[src/rtl/btn_sched_pkg.sv]
// Shared sizing helpers and types for the button event scheduler.
package btn_sched_pkg;

  // Index width for a given button count (at least one bit).
  function automatic int idx_w(input int n);
    return (n > 1) ? $clog2(n) : 1;
  endfunction

  // FIFO pointer width for a given power-of-two depth (at least one bit).
  function automatic int ptr_w(input int d);
    return (d > 1) ? $clog2(d) : 1;
  endfunction

  localparam int N_BTN_DEF = 4;
  localparam int DEPTH_DEF = 4;
  localparam int IDX_W     = idx_w(N_BTN_DEF);
  localparam int PTR_W     = ptr_w(DEPTH_DEF);

  typedef logic [IDX_W-1:0] btn_idx_t;

endpackage

[src/rtl/btn_rr_arbiter.sv]
// Round-robin arbiter: picks the first requesting index at or above rr_ptr
// (wrapping) when enabled, and advances rr_ptr past the winner.
module btn_rr_arbiter
  import btn_sched_pkg::*;
#(
  parameter int N_BTN = 4,
  localparam int IW   = idx_w(N_BTN)
) (
  input  logic             clk,
  input  logic             rst,
  input  logic [N_BTN-1:0] req_i,
  input  logic             en_i,
  output logic             grant_vld_o,
  output logic [N_BTN-1:0] grant_o,
  output logic [IW-1:0]    grant_idx_o
);

  logic [IW-1:0] rr_ptr_q;
  logic [IW-1:0] rr_ptr_d;

  // Search requests starting at rr_ptr, wrapping modulo N_BTN; first hit wins.
  always_comb begin
    int            sum;
    logic [IW-1:0] idx;
    grant_vld_o = 1'b0;
    grant_o     = '0;
    grant_idx_o = '0;
    sum         = 0;
    idx         = '0;
    for (int k = 0; k < N_BTN; k++) begin
      sum = int'(rr_ptr_q) + k;
      if (sum >= N_BTN) sum = sum - N_BTN;
      idx = IW'(sum);
      if (!grant_vld_o && en_i && req_i[idx]) begin
        grant_vld_o  = 1'b1;
        grant_idx_o  = idx;
        grant_o[idx] = 1'b1;
      end
    end
  end

  // Next pointer sits just past the winner; unchanged when nothing is granted.
  always_comb begin
    rr_ptr_d = rr_ptr_q;
    if (grant_vld_o) begin
      if (grant_idx_o == IW'(N_BTN - 1)) rr_ptr_d = '0;
      else                               rr_ptr_d = grant_idx_o + 1'b1;
    end
  end

  // Round-robin pointer register.
  always_ff @(posedge clk or negedge rst) begin
    if (!rst) rr_ptr_q <= '0;
    else      rr_ptr_q <= rr_ptr_d;
  end

endmodule

[src/rtl/btn_event_scheduler.sv]
// Converts synchronised button levels into an ordered stream of press events:
// rising-edge detect -> per-button pending -> round-robin grant -> event FIFO.
module btn_event_scheduler
  import btn_sched_pkg::*;
#(
  parameter int N_BTN = 4,
  parameter int DEPTH = 4,
  parameter int CNT_W = 8,
  localparam int IW   = idx_w(N_BTN),
  localparam int PW   = ptr_w(DEPTH)
) (
  input  logic             clk,
  input  logic             rst,
  input  logic [N_BTN-1:0] btn,
  input  logic             evt_ready,
  input  logic             clear_ovf,
  output logic             evt_valid,
  output logic [IW-1:0]    evt_id,
  output logic [PW:0]      fifo_cnt,
  output logic [N_BTN-1:0] pending,
  output logic             overflow,
  output logic [CNT_W-1:0] drop_cnt
);

  logic [N_BTN-1:0] btn_q;
  logic [N_BTN-1:0] pending_q, pending_d;
  logic [PW-1:0]    wr_ptr_q, wr_ptr_d;
  logic [PW-1:0]    rd_ptr_q, rd_ptr_d;
  logic [PW:0]      cnt_q, cnt_d;
  logic             ovf_q, ovf_d;
  logic [CNT_W-1:0] drop_q, drop_d;
  logic [IW-1:0]    mem_q [DEPTH];

  logic [N_BTN-1:0] rise;
  logic [N_BTN-1:0] merge;
  logic [N_BTN-1:0] grant;
  logic [IW-1:0]    grant_idx;
  logic             push;
  logic             pop;
  logic             can_push;

  assign rise      = btn & ~btn_q;
  assign evt_valid = (cnt_q != '0);
  assign pop       = evt_valid & evt_ready;
  // A same-cycle pop frees a slot, so a full FIFO can still accept a push.
  assign can_push  = (cnt_q < (PW+1)'(DEPTH)) | pop;
  // Memory is not reset; mask the head so evt_id reads 0 while empty.
  assign evt_id    = evt_valid ? mem_q[rd_ptr_q] : '0;
  assign fifo_cnt  = cnt_q;
  assign pending   = pending_q;
  assign overflow  = ovf_q;
  assign drop_cnt  = drop_q;

  btn_rr_arbiter #(.N_BTN(N_BTN)) u_arb (
    .clk         (clk),
    .rst         (rst),
    .req_i       (pending_q),
    .en_i        (can_push),
    .grant_vld_o (push),
    .grant_o     (grant),
    .grant_idx_o (grant_idx)
  );

  // Pending set/clear and press-merge accounting; clear_ovf wins over increments.
  always_comb begin
    int               nm;
    logic [CNT_W:0]   sum;
    pending_d = (pending_q & ~grant) | rise;
    merge     = rise & pending_q & ~grant;
    nm        = 0;
    for (int i = 0; i < N_BTN; i++) nm = nm + int'(merge[i]);
    sum       = {1'b0, drop_q} + (CNT_W+1)'(nm);
    ovf_d     = ovf_q | (merge != '0);
    drop_d    = sum[CNT_W] ? '1 : sum[CNT_W-1:0];
    if (clear_ovf) begin
      ovf_d  = 1'b0;
      drop_d = '0;
    end
  end

  // FIFO pointer and occupancy next-state; pointers wrap naturally at DEPTH.
  always_comb begin
    wr_ptr_d = wr_ptr_q;
    rd_ptr_d = rd_ptr_q;
    cnt_d    = cnt_q;
    if (push) wr_ptr_d = wr_ptr_q + 1'b1;
    if (pop)  rd_ptr_d = rd_ptr_q + 1'b1;
    case ({push, pop})
      2'b10:   cnt_d = cnt_q + 1'b1;
      2'b01:   cnt_d = cnt_q - 1'b1;
      default: cnt_d = cnt_q;
    endcase
  end

  // Control state register.
  always_ff @(posedge clk or negedge rst) begin
    if (!rst) begin
      btn_q     <= '0;
      pending_q <= '0;
      wr_ptr_q  <= '0;
      rd_ptr_q  <= '0;
      cnt_q     <= '0;
      ovf_q     <= 1'b0;
      drop_q    <= '0;
    end else begin
      btn_q     <= btn;
      pending_q <= pending_d;
      wr_ptr_q  <= wr_ptr_d;
      rd_ptr_q  <= rd_ptr_d;
      cnt_q     <= cnt_d;
      ovf_q     <= ovf_d;
      drop_q    <= drop_d;
    end
  end

  // Event storage; only written on a granted push.
  always_ff @(posedge clk) begin
    if (push) mem_q[wr_ptr_q] <= grant_idx;
  end

endmodule
[config.mk]
export PLATFORM = sky130hd
export DESIGN_NAME = btn_event_scheduler
export DESIGN_NICKNAME = d
export VERILOG_FILES = /design/src/rtl/btn_sched_pkg.sv /design/src/rtl/btn_rr_arbiter.sv /design/src/rtl/btn_event_scheduler.sv
export SDC_FILE = /design/constraint.sdc
export NUM_CORES = 1
export LEC_CHECK = 0
export ABC_AREA = 0
export ABC_CLOCK_PERIOD_IN_PS = 4500
export CAP_MARGIN = 20
export CORE_AREA = 2 2 68 70
export CTS_CLUSTER_DIAMETER = 60
export CTS_CLUSTER_SIZE = 25
export DETAILED_ROUTE_END_ITERATION = 12
export DIE_AREA = 0 0 70 72
export GPL_ROUTABILITY_DRIVEN = 0
export GPL_TIMING_DRIVEN = 0
export HOLD_SLACK_MARGIN = 0.12
export PLACE_DENSITY = 0.83
export SKIP_LAST_GASP = 1
export SYNTH_ARGS = -nofsm -noshare
export SYNTH_HDL_FRONTEND = slang
export SYNTH_SLANG_ARGS = --single-unit
[constraint.sdc]
create_clock -name clk -period 4.5 [get_ports clk]
set_input_delay 1.125 -clock clk [delete_from_list [all_inputs] [get_ports clk]]
set_output_delay 1.125 -clock clk [all_outputs]
set_load 0.02 [all_outputs]
Yosys cells after proc, flatten, opt, wreduce, memory -nomap -nowiden
Memory sizes are Yosys's and may differ from the RTL's.
Cells that the tools add are included.
- add/sub/neg operators: 16
- order comparisons: 13
- muxes and demuxes: 40
- equality and inequality tests: 3
- bitwise operators: 13
- reductions and logical operators: 17
- operators by type and width (cell ; count):
    two-way mux 2 bit ; 10
    AND 4 bit ; 4
    two-way mux 4 bit ; 4
    two-way mux 8 bit ; 2
    bitwise OR 4 bit ; 4
    two-way mux 1 bit ; 15
    < comparator 2 x 3 -> 1 bit (second input constant) ; 4
    logical AND 1 bit ; 11
    adder 8 x 4 -> 9 bit ; 1
    >= comparator 3 bit (second input constant) ; 3
    binary-select mux 1 bit (select 2 bit) ; 4
    demux 1 bit (select 2 bit) ; 4
    >= comparator 2 x 1 -> 1 bit (second input constant) ; 4
    NOT 4 bit ; 2
    subtractor 2 x 1 -> 2 bit (second input constant) ; 4
    adder 2 x 1 -> 2 bit (second input constant) ; 3
    adder 2 x 2 -> 3 bit (second input constant) ; 2
    one-hot mux 3 bit (2 select lines) ; 1
    adder 3 x 1 -> 4 bit ; 1
    equality test 2 bit (second input constant) ; 2
    nonzero test 4 bit ; 1
    adder 2 x 1 -> 3 bit ; 1
    adder 2 x 1 -> 3 bit (second input constant) ; 1
    adder 3 x 1 -> 3 bit (second input constant) ; 1
    10 further kinds ; 13
- word-level logic and storage cells: 111
- memories: 1
- RAM bits: 8
- bits in registers: 26
- output and inout port bits: 19
- memory list (memory ; depth ; width ; read ports ; clocked after memory_dff ; wr ports ; RTL line ; RTL):
    mem_q ; 4 ; 2 ; 1 ; 0 ; 1 ; btn_event_scheduler.sv:32 ; logic [IW-1:0] mem_q [DEPTH];

Logic depth before layout (Yosys ltp)
- word-level depth: 26
- depth in mapped cells: 18
- mapped depth without buffers: 16

By module
Synthesis repeated with hierarchy kept, for this count alone.
- cell total of the unflattened synthesis: 187
- area, all modules: 2134.5 um2
- modules (own cells, without submodules) (module ; seq. area each (um2) ; times used ; area an instance (um2) ; cells each):
    btn_event_scheduler ; 840.8 ; 1 ; 1521.5 ; 121
    btn_rr_arbiter ; 50.0 ; 1 ; 613.1 ; 66

Worst setup path after synthesis
No wires, ideal clock.
- path kind: flip-flop to flip-flop
- start point: register u_arb.rr_ptr_q[1]
- end point: register drop_q[0], in the netlist drop_cnt[0]
- buffers on the path: 2
- period minus slack after synthesis: 4.326 ns
- slack: 0.174 ns
- arrival time: 4.246 ns
- stages on the path, launching flop included: 18
- cell sequence: dfrtp_1 > buf_2 > inv_1 > ha_1 > buf_2 > mux2_1 > or4_4 > a21boi_2 > a221oi_1 > nand4b_1 > fa_1 > fa_1 > inv_1 > fa_1 > nand2_1 > nor2_1 > nand4_1 > a21oi_1
- cells in the longest elaborated chain, start to end: 26
- elaborated cells on any way between the ends: 71
- classes of those cells: 11 x add/sub; 12 x order compare; 29 x mux; 5 x bitwise; 14 x reduce/logical
- RTL lines (item ; RTL line ; RTL):
    start: declaration ; btn_rr_arbiter.sv:18 ; logic [IW-1:0] rr_ptr_q;
    start signal: assignment ; btn_rr_arbiter.sv:54 ; else rr_ptr_q <= rr_ptr_d;
    parallel branches: the longest is 17 deep, another holds adder 2 x 1 -> 3 bit ; n/a ;
    two-way mux 4 bit (*) ; btn_rr_arbiter.sv:34 ; if (!grant_vld_o && en_i && req_i[idx]) begin
    NOT 4 bit (*) ; btn_event_scheduler.sv:69 ; merge = rise & pending_q & ~grant;
    AND 4 bit (*) ; btn_event_scheduler.sv:69 ;
    adder 1 x 1 -> 2 bit ; btn_event_scheduler.sv:71 ; for (int i = 0; i < N_BTN; i++) nm = nm + int'(merge[i]);
    adder 2 x 1 -> 3 bit ; btn_event_scheduler.sv:71 ;
    adder 3 x 1 -> 4 bit (*) ; btn_event_scheduler.sv:71 ;
    adder 8 x 4 -> 9 bit (*) ; btn_event_scheduler.sv:72 ; sum = {1'b0, drop_q} + (CNT_W+1)'(nm);
    two-way mux 8 bit (*) ; btn_event_scheduler.sv:74 ; drop_d = sum[CNT_W] ? '1 : sum[CNT_W-1:0];
    two-way mux 8 bit (*) ; btn_event_scheduler.sv:75 ; if (clear_ovf) begin
    net drop_d[0] ; btn_event_scheduler.sv:31 ; logic [CNT_W-1:0] drop_q, drop_d;
    end signal: assignment ; btn_event_scheduler.sv:112 ; drop_q <= drop_d;
    end: declaration ; btn_event_scheduler.sv:31 ;
Mark *: on every way through the listed nets, which the timed path passes. The select of a mux whose other input is x is not followed.
A chain may end at the register's enable or synchronous reset.

==> metrics.cfg <==
[status]
status = complete, no violations

[critical_path]
reg2reg_depth = 18
crit_arrival_ns = 4.58
cp-start-kind = flop
setup.worst_path.class = reg -> reg
critical_path.max_fanout = 7
regToRegSetupSlack_ns = 0.13
worstSetupEndpointType = flop
cp.required_ns = 4.71
worstReg2RegEnd = drop_cnt[3]$_DFF_PN0_

[power]
power_frac_comb_pct = 58.8
switching_share_pct = 40.9
netSwitchingPower_mw = 0.883
seqPwrFrac_pct = 25.5
p_int_mw = 1.28
power_density_nw_per_um2 = 782
leakage_nw = 1.20
design_power_total_mw = 2.16
peakVddDrop_uv = 498
clockPowerShare_pct = 15.7

[yosys]
ys_ff_latch = 34
synth.most_common_cell = dfrtp_1
netlist_top_cells_count = dfrtp_1, nand2_1, inv_1, a21oi_1, ha_1
synthTopCellsByArea = dfrtp_1, edfxtp_1, ha_1
synth_warnings = 0
synth_nets = 215
avgSynthCellArea_sq_um = 10.9
ys_async_sr_fraction_pct = 76.5
synth_cells = 191
synth_top_area_cell = dfrtp_1
netlist_area_sq_um = 2080
synthFlopType = dfrtp_1
synth-edff-count = 8
synth.distinct_cells = 49
synthDominantCellAreaShare_pct = 31.3
seq_area_frac_synth_pct = 42.8

[cells_and_area]
drive_above_1_share_pct = 23.9
final_area_sq_um = 2760
multi_input_area_sq_um = 1160
synthToLayoutAreaGrowth_pct = 32.8
regArea_sq_um = 891
n_fill_cell = 318
final_nets = 266
antennaDiodeCount = 0

[sta]
period_needed_ns = 4.37
drv_slew = 0
finalCritPeriodShare_pct = 97.1
finalSetupViolCount = 0
tightest_slew_ns = 0.657
hold_violations = 0
slew_headroom_pct = 56.2
fin_skew_ns = 0.00841
whs_ns = 0.487
fmax_mhz = 229

[cts]
cts_hold_buffers = 0
h-tree-depth = 2
cts-root-buf = clkbuf_8
numCtsBuffers = 5
numClockSinks = 34
clock_path_buffers = 2
cts_tree = yes
clkTransAtPathRegs_ns = 0.08
clk_latency_ns = 0.29

[hold_path]
hp-class = reg -> reg
hold_start = btn_q[2]$_DFF_PN0_
hold_depth = 1
whs_endpoint = pending[2]$_DFF_PN0_

[routing]
wirelength_um = 4870
wl_per_cell_um = 16.5
drt_iter0_markers = 61
drc_errors = 0
vias_per_cell = 5.86
firstDrtPassIters = 4
ant_nets = 0
dr_total_vias = 1729

[global_routing]
grt_pass1_vias = 1628
grt_max_degree = 16
antenna_found_initial = 0
grt_overflow = 0
grtUsageTotal_pct = 18.4
grt_pass1_wl_um = 7400

[floorplan]
start_util_pct = 48.8
die_h_um = 72
die_w_um = 70
die-area_sq_um = 5040
io_pins = 27
rows = 24
fp.coreArea_sq_um = 4260

[placement]
io_buffers = 25
dpl.hpwl_um = 3020
place_area_sq_um = 2410

[run]
drv_cap = 0

cell type report:
cell class | instances | area share, %
Sequential cell | 34 | 32.2
Tap cell | 52 | 2.35
Buffer | 6 | 1.54
Multi-Input combinational cell | 135 | 41.9
Clock inverter | 3 | 2.49
Timing Repair Buffer | 45 | 14.8
Inverter | 15 | 2.17
Clock buffer | 5 | 2.49
how the worst max path moves through the flow:
| stage | cells past startpoint | slack (ns) | from | end |
|---|---|---|---|---|
| 2_1_floorplan | 17 | 0.17 | u_arb.rr_ptr_q[1]$_DFFE_PN0P_ | drop_cnt[0]$_DFF_PN0_ |
| 3_3_place_gp | 15 | -0.77 | evt_ready | drop_cnt[1]$_DFF_PN0_ |
| 3_5_place_dp | 15 | -0.83 | evt_ready | drop_cnt[0]$_DFF_PN0_ |
| 4_1_cts | 18 | 0.006 | u_arb.rr_ptr_q[1]$_DFFE_PN0P_ | drop_cnt[0]$_DFF_PN0_ |
| 5_1_grt | 18 | -0.08 | flop | drop_cnt[4]$_DFF_PN0_ |
| 6_report | 18 | 0.13 | flop | drop_cnt[3]$_DFF_PN0_ |
critical path, cell delays in order (launching register included):
cell      delay [ns]
dfrtp_1         0.37
buf_6           0.14
inv_2           0.07
ha_1            0.30
buf_4           0.16
mux2_2          0.37
or4_4           0.60
a21boi_4        0.22
a221oi_2        0.10
nand4b_1        0.19
fa_1            0.45
fa_2            0.35
inv_1           0.09
fa_2            0.23
nand2_1         0.09
nor2_4          0.13
nand4_1         0.09
buf_4           0.18
a21oi_1         0.15
kinds of logic after synthesis:
logic type	synth area share, %
muxes	9.86
AOI/OAI and AO/OA	13.2
and+or+nand+nor	14.4
adders and majority gates	11.1
DFF	42.8
buffers and inverters	4.51
xor gates and xnor gates	4.21
registers in the layout, summed over array words and instances (netlist names), named ones only:
name	count
drop_cnt	8
mem_q	8
btn_q	4
pending	4
fifo_cnt	3
rd_ptr_q	2
wr_ptr_q	2
overflow	1
u_arb.rr_ptr_q	1
layout by cell type (no fill, tap or decap), types with 2 or more instances in the layout:
| cell | synthesis | layout |
|---|---|---|
| xnor2_1 | 6 | 6 |
| or2_1 | 2 | 2 |
| buf_4 | 0 | 20 |
| buf_6 | 1 | 2 |
| nand2_1 | 17 | 17 |
| inv_1 | 15 | 13 |
| clkbuf_8 | 0 | 5 |
| a21oi_2 | 1 | 2 |
| nand2b_1 | 3 | 2 |
| a21oi_1 | 12 | 11 |
| a22oi_1 | 3 | 3 |
| a221oi_2 | 2 | 3 |
| o21ai_0 | 8 | 8 |
| xor2_1 | 4 | 4 |
| edfxtp_1 | 8 | 8 |
| bufinv_16 | 0 | 2 |
| a31oi_1 | 3 | 3 |
| nor3_1 | 2 | 2 |
| nand4_1 | 2 | 2 |
| nand3_1 | 7 | 7 |
| mux2_2 | 1 | 2 |
| fa_1 | 4 | 2 |
| clkdlybuf4s50_1 | 0 | 24 |
| and2_1 | 7 | 7 |
| nor2b_1 | 5 | 4 |
| dfrtp_1 | 26 | 26 |
| ha_1 | 12 | 12 |
| mux2i_1 | 4 | 4 |
| fa_2 | 0 | 2 |
| mux4_2 | 4 | 4 |
| nor2_1 | 4 | 2 |
power groups by stage:
stage,sequential [mW],clock [mW],combinational [mW]
after CTS,0.546,0.343,1.17
after global placement,0.549,0,1.06
after detailed placement,0.556,0,1.09
after floorplan,0.581,0,0.753
after global routing,0.565,0.357,1.38
final,0.552,0.339,1.27
per-layer routing:
layer	vias up	GRT usage, %	routed length [um]
li1	785	-	-
met4	0	7.69	105
met5	-	0	0
met3	14	3.61	256
met1	853	21.8	1930
met2	77	32.9	2580
timing repair:
| action | in CTS | in global routing |
|---|---|---|
| endpoints found under the setup margin | 8 | 8 |
| resized for setup | 9 | 13 |
| setup buffers | 6 | 13 |
| pin swaps | 4 | 8 |
stage by stage:
| stage | setup TNS [ns] | cells | util [%] | setup WS [ns] |
|---|---|---|---|---|
| global placement | -5.67 | 268 | 56.2 | -0.774 |
| global route | -0.359 | 295 | 64.8 | -0.0759 |
| detailed placement | -6.23 | 269 | 56.6 | -0.833 |
| finish | 0 | 295 | 64.8 | 0.131 |
| floorplan | 0 | 191 | - | 0.174 |
| CTS | 0 | 282 | 61.7 | 0.00610 |
Note: power is estimated with default switching activity, not from simulation.
